## src/rtl/pc_redirect_unit.sv

```systemverilog
// Fetch PC register with branch/JAL/JALR redirect and fixed-length IF/ID squash window.
// Optional branch statistics counters are enabled by defining BRANCH_PERF_EN.
module pc_redirect_unit #(
    parameter logic [31:0] RESET_PC     = 32'h0000_2000,
    parameter int          FLUSH_CYCLES = 2
) (
    input  logic        Clock,
    input  logic        Reset,
    input  logic        Stall,
    input  logic        ExValid,
    input  logic [6:0]  ExOpcode,
    input  logic        Diverge,
    input  logic [31:0] BranchTarget,
    input  logic [31:0] JalrTarget,
    output logic [31:0] PC,
    output logic [31:0] PCPlus4,
    output logic        FetchValid,
    output logic        Redirect,
    output logic        KillIF,
    output logic        KillID,
    output logic        Misaligned
`ifdef BRANCH_PERF_EN
    ,
    output logic [31:0] BranchCount,
    output logic [31:0] TakenCount
`endif
);

    localparam logic [6:0] OPC_BRANCH = 7'b1100011;
    localparam logic [6:0] OPC_JAL    = 7'b1101111;
    localparam logic [6:0] OPC_JALR   = 7'b1100111;

    localparam logic [1:0] ST_BOOT  = 2'd0;
    localparam logic [1:0] ST_RUN   = 2'd1;
    localparam logic [1:0] ST_FLUSH = 2'd2;

    localparam logic [2:0] FLUSH_LOAD = 3'(FLUSH_CYCLES - 1);

    logic [1:0]  state_q, state_d;
    logic [31:0] pc_q, pc_d;
    logic [2:0]  cnt_q, cnt_d;
    logic        fetch_valid_q, fetch_valid_d;

    logic        is_branch, is_jal, is_jalr, take;
    logic [31:0] sel_target;
    logic        unused_bits;

    // A redirect is never taken in BOOT or while reset is held.
    always_comb begin
        is_branch  = (ExOpcode == OPC_BRANCH);
        is_jal     = (ExOpcode == OPC_JAL);
        is_jalr    = (ExOpcode == OPC_JALR);
        take       = Reset && (state_q != ST_BOOT) && ExValid &&
                     ((is_branch && Diverge) || is_jal || is_jalr);
        sel_target = is_jalr ? {JalrTarget[31:1], 1'b0} : BranchTarget;
    end

    assign unused_bits = ^{JalrTarget[0], sel_target[0]};

    always_comb begin
        state_d       = state_q;
        pc_d          = pc_q;
        cnt_d         = cnt_q;
        fetch_valid_d = 1'b1;
        if (state_q == ST_BOOT) begin
            state_d = ST_RUN;
        end else if (take) begin
            pc_d    = {sel_target[31:2], 2'b00};
            cnt_d   = FLUSH_LOAD;
            state_d = (FLUSH_CYCLES > 1) ? ST_FLUSH : ST_RUN;
        end else if (!Stall) begin
            pc_d = pc_q + 32'd4;
            if (state_q == ST_FLUSH) begin
                cnt_d = cnt_q - 3'd1;
                if (cnt_q == 3'd1) begin
                    state_d = ST_RUN;
                end
            end
        end
    end

    always_ff @(posedge Clock) begin
        if (!Reset) begin
            state_q       <= ST_BOOT;
            pc_q          <= RESET_PC;
            cnt_q         <= 3'd0;
            fetch_valid_q <= 1'b0;
        end else begin
            state_q       <= state_d;
            pc_q          <= pc_d;
            cnt_q         <= cnt_d;
            fetch_valid_q <= fetch_valid_d;
        end
    end

    // Kill is combinational in the redirect cycle and registered through FLUSH.
    always_comb begin
        PC         = pc_q;
        PCPlus4    = pc_q + 32'd4;
        FetchValid = fetch_valid_q;
        Redirect   = take;
        KillIF     = take || (Reset && (state_q == ST_FLUSH));
        KillID     = take || (Reset && (state_q == ST_FLUSH));
        Misaligned = take && sel_target[1];
    end

`ifdef BRANCH_PERF_EN
    logic [31:0] branch_count_q, branch_count_d;
    logic [31:0] taken_count_q, taken_count_d;
    logic        count_branch;

    always_comb begin
        count_branch   = ExValid && is_branch && !Stall;
        branch_count_d = branch_count_q + {31'd0, count_branch};
        taken_count_d  = taken_count_q + {31'd0, count_branch && Diverge};
    end

    always_ff @(posedge Clock) begin
        if (!Reset) begin
            branch_count_q <= 32'd0;
            taken_count_q  <= 32'd0;
        end else begin
            branch_count_q <= branch_count_d;
            taken_count_q  <= taken_count_d;
        end
    end

    assign BranchCount = branch_count_q;
    assign TakenCount  = taken_count_q;
`endif

endmodule

```

## config.mk

```make
export PLATFORM = sky130hd
export DESIGN_NAME = pc_redirect_unit
export DESIGN_NICKNAME = d
export VERILOG_FILES = /design/src/rtl/pc_redirect_unit.sv
export SDC_FILE = /design/constraint.sdc
export NUM_CORES = 1
export LEC_CHECK = 0
export CORE_MARGIN = 1
export CORE_UTILIZATION = 36
export CTS_BUF_LIST = sky130_fd_sc_hd__clkbuf_16
export DETAILED_ROUTE_END_ITERATION = 8
export PLACE_DENSITY = 0.75
export SLEW_MARGIN = 20
export SYNTH_ARGS = -nofsm -noshare
export SYNTH_HDL_FRONTEND = slang
export SYNTH_SLANG_ARGS = --single-unit
```

## constraint.sdc

```tcl
create_clock -name Clock -period 2.5 [get_ports Clock]
set_clock_uncertainty 0.1 [all_clocks]
set_input_delay 0.5 -clock Clock [delete_from_list [all_inputs] [get_ports Clock]]
set_output_delay 0.5 -clock Clock [all_outputs]
set_load 0.01 [all_outputs]
```

==> metrics.txt <==
status=complete, no violations; Post-DRT Antenna Nets=0; post-synthesis sequential area ratio=0.261; # hold bufs at CTS=0; max_cap viols=0; drt total wl=a little over 10 mm; Worst Path Max Fanout=3; HP Class=reg -> reg; critical path class=reg -> out; Global Route Usage Sum=0.251; post-DP HPWL=approximately 7.6 mm; met1 WL=4.35 mm; via count=3428; Syn. warnings=0; startpoint types=flip-flop; critical path arrival=roughly 1900 ps; vias per cell=~5.3; die width=89.5 um; Pre-Repair DR Iteration Count=4; I/O Buffers=around 140; initial antenna violation count=0; Top Layer Used=met4; drt initial violations=161; clock root cell=clkbuf_16; Final Util=0.658; P&R area growth vs syn=75.1%; total CTS buffers=5; row cnt=31; pin count of the biggest net entering global routing=45; CTS max path bufs=2; Synth Instances=363; Chip Height=about 90 um; fin nets=632; Mapped Area=0.00276 sq mm; worst-path cell chain=ha_4, nand3_4, nor4_4, buf_4, buf_4, nand3_2, xnor2_1, buf_2; die footprint=0.00801 sq mm; fraction of layout cells with a size suffix above 1=0.277; Max stage delay cell, worst path=dfxtp_4; VDD IR max=about 0.38 mV; Routed met2 length=4.94 mm; final setup violation count=0; initial core utilization=0.376; Req. time, crit path=1900 ps; Setup TNS=0 ps; global placer's final weighted congestion=0.851; Clock Latency Late Sink=roughly 270 ps; DRC Markers=0; Critical Path Max Stage Delay=360 ps; IO Count=145; ANT cells=0; Worst path most repeated cell=buf_4; Net Sw Power=between 200 and 300 uW; fin crit share=0.980; Post-synth EDFFs=0; clock power share=0.417; fill count=603; Final Critical Period=roughly 2400 ps; unrepaired setup endpoints after global routing=true; vias in the first global route=about 3300; H-tree depth=2; Leak=2.02 nW; area taken by multi-input logic gates=0.00195 sq mm; FMAX=slightly above 0.4 GHz; combinational power share=0.158; CP Capture Type=output pin; register area=742 sq um; drt wl/cell=15.5 um; Distinct cells, synth=49; Clk pin slew, worst setup/hold paths=50 ps; first-pass GRT wire length=roughly 16 mm; Int Pwr=1.08 mW; Met3 Wirelength=662 um; PwrDens=285 mW/mm^2; fin. max-slew vios=0; sequential power share=0.425; Post-synth ARST share=0; Main synth FF type=dfxtp_1; mean post-synth cell area=7.59 sq um; global route total overflow=0; register bit total from synthesis=36; CTS Sinks=36; core area=0.00733 sq mm; switch share=0.216; Hold Vio Cnt, Final=0; CTS tree=yes
-- cells in the final DEF (no fill, tap or decap), types with 4 or more instances in the layout --
cell type | Yosys | final
clkdlybuf4s50_1 | 0 | 109
buf_4 | 9 | 77
nand2_1 | 60 | 58
xor2_1 | 30 | 30
dfxtp_1 | 36 | 23
xnor2_1 | 24 | 23
a21oi_1 | 23 | 22
nor2_1 | 24 | 18
a221oi_1 | 17 | 17
nand4_1 | 16 | 16
buf_2 | 6 | 16
nand3_1 | 16 | 14
dfxtp_2 | 0 | 11
clkbuf_2 | 0 | 7
nor2_2 | 0 | 6
nor3_1 | 8 | 6
o21ai_0 | 6 | 6
inv_1 | 6 | 5
clkbuf_16 | 0 | 5
dlygate4sd2_1 | 0 | 5
and4_1 | 4 | 4
and3_1 | 4 | 4
nor4_1 | 5 | 4
mux2_2 | 4 | 4
a311oi_1 | 4 | 4
conb_1 | 1 | 4
-- power by group through the flow --
stage	clock, mW	sequential [mW]	combinational, mW
detailed placement	0	0.596	0.214
floorplan	0	0.600	0.0529
finish	0.573	0.585	0.218
global placement	0	0.596	0.212
CTS	0.579	0.585	0.216
global route	0.609	0.585	0.231
-- cell type report --
class | count | area share
multi-input combinational | 287 | 0.403
tap | 99 | 0.0257
sequential | 36 | 0.154
clock inverter | 2 | 0.00156
clock buffer | 5 | 0.0259
timing repair buffer | 217 | 0.385
inverter | 6 | 0.00467
-- cell families after synthesis --
logic type | count (synthesis) | share of synthesized area
AO/OA/AOI/OAI | 66 | 0.167
XOR/XNOR | 54 | 0.172
adder cells (fa/ha/maj) | 3 | 0.0136
buffers and inverters | 43 | 0.0735
flip-flops | 36 | 0.261
multiplexers | 5 | 0.0200
other | 1 | 0.00136
AND/OR/NAND/NOR | 155 | 0.291
-- state kept, by name (all words and copies together), names as in the netlist --
| name | count |
|---|---|
| FetchValid | 1 |
| PC | 30 |
| cnt_q | 3 |
| state_q | 2 |
-- cell usage after synthesis, types with 4 or more instances --
| cell | n | area [sq um] |
|---|---|---|
| a21oi_1 | 23 | 115 |
| a221oi_1 | 17 | 149 |
| a311oi_1 | 4 | 35.0 |
| and3_1 | 4 | 25.0 |
| and4_1 | 4 | 35.0 |
| buf_2 | 6 | 30.0 |
| buf_4 | 9 | 67.6 |
| clkbuf_1 | 21 | 78.8 |
| dfxtp_1 | 36 | 721 |
| inv_1 | 6 | 22.5 |
| mux2_2 | 4 | 45.0 |
| nand2_1 | 60 | 225 |
| nand3_1 | 16 | 80.1 |
| nand4_1 | 16 | 100 |
| nor2_1 | 24 | 90.1 |
| nor3_1 | 8 | 40.0 |
| nor4_1 | 5 | 31.3 |
| o21ai_0 | 6 | 30.0 |
| xnor2_1 | 24 | 210 |
| xor2_1 | 30 | 263 |
-- metal layers --
layer | vias to the layer above | GRT usage
met5 | - | 0
met3 | 16 | 0.0388
li1 | 1661 | -
met2 | 146 | 0.450
met1 | 1605 | 0.315
met4 | 0 | 0.0577
-- worst max-delay path: cells and delay by family (launching register included) --
kind          cells  cell delay (ps)
buf+inv           3              430
simple gates      3              470
flops             1              360
xor+xnor          1              160
fa+ha+maj         1              150
-- repair_timing --
item | 4_1_cts | 5_1_grt
pin swaps | 6 | 8
gates cloned | 0 | 0
resized for setup | 93 | 37
setup endpoints to repair | 29 | 24
setup buffers | 3 | 2
-- stage by stage --
stage / hold slack (ps) / std cells / total power [mW] / setup WS [ps] / cell area, sq um
2_1_floorplan: 378 / 366 / 0.653 / 1.72 / 2770
4_1_cts: 399 / 651 / 1.38 / 1.18 / 4780
3_5_place_dp: 392 / 641 / 0.811 / -363 / 4670
5_1_grt: 438 / 652 / 1.42 / -37.8 / 4830
3_3_place_gp: 388 / 641 / 0.808 / -355 / 4670
6_report: 401 / 652 / 1.38 / 50.4 / 4830
-- path summary, 6_finish.rpt --
path                  from          end  slack, ps  cells after the start
setup reg to reg     PC[2]       PC[14]        370                      8
hold / removal    cnt_q[1]     cnt_q[1]        400                      2
hold reg to reg   cnt_q[1]     cnt_q[1]        400                      2
setup / recovery     PC[2]  PCPlus4[26]         50                      8
(Power assumes the default switching activity.)
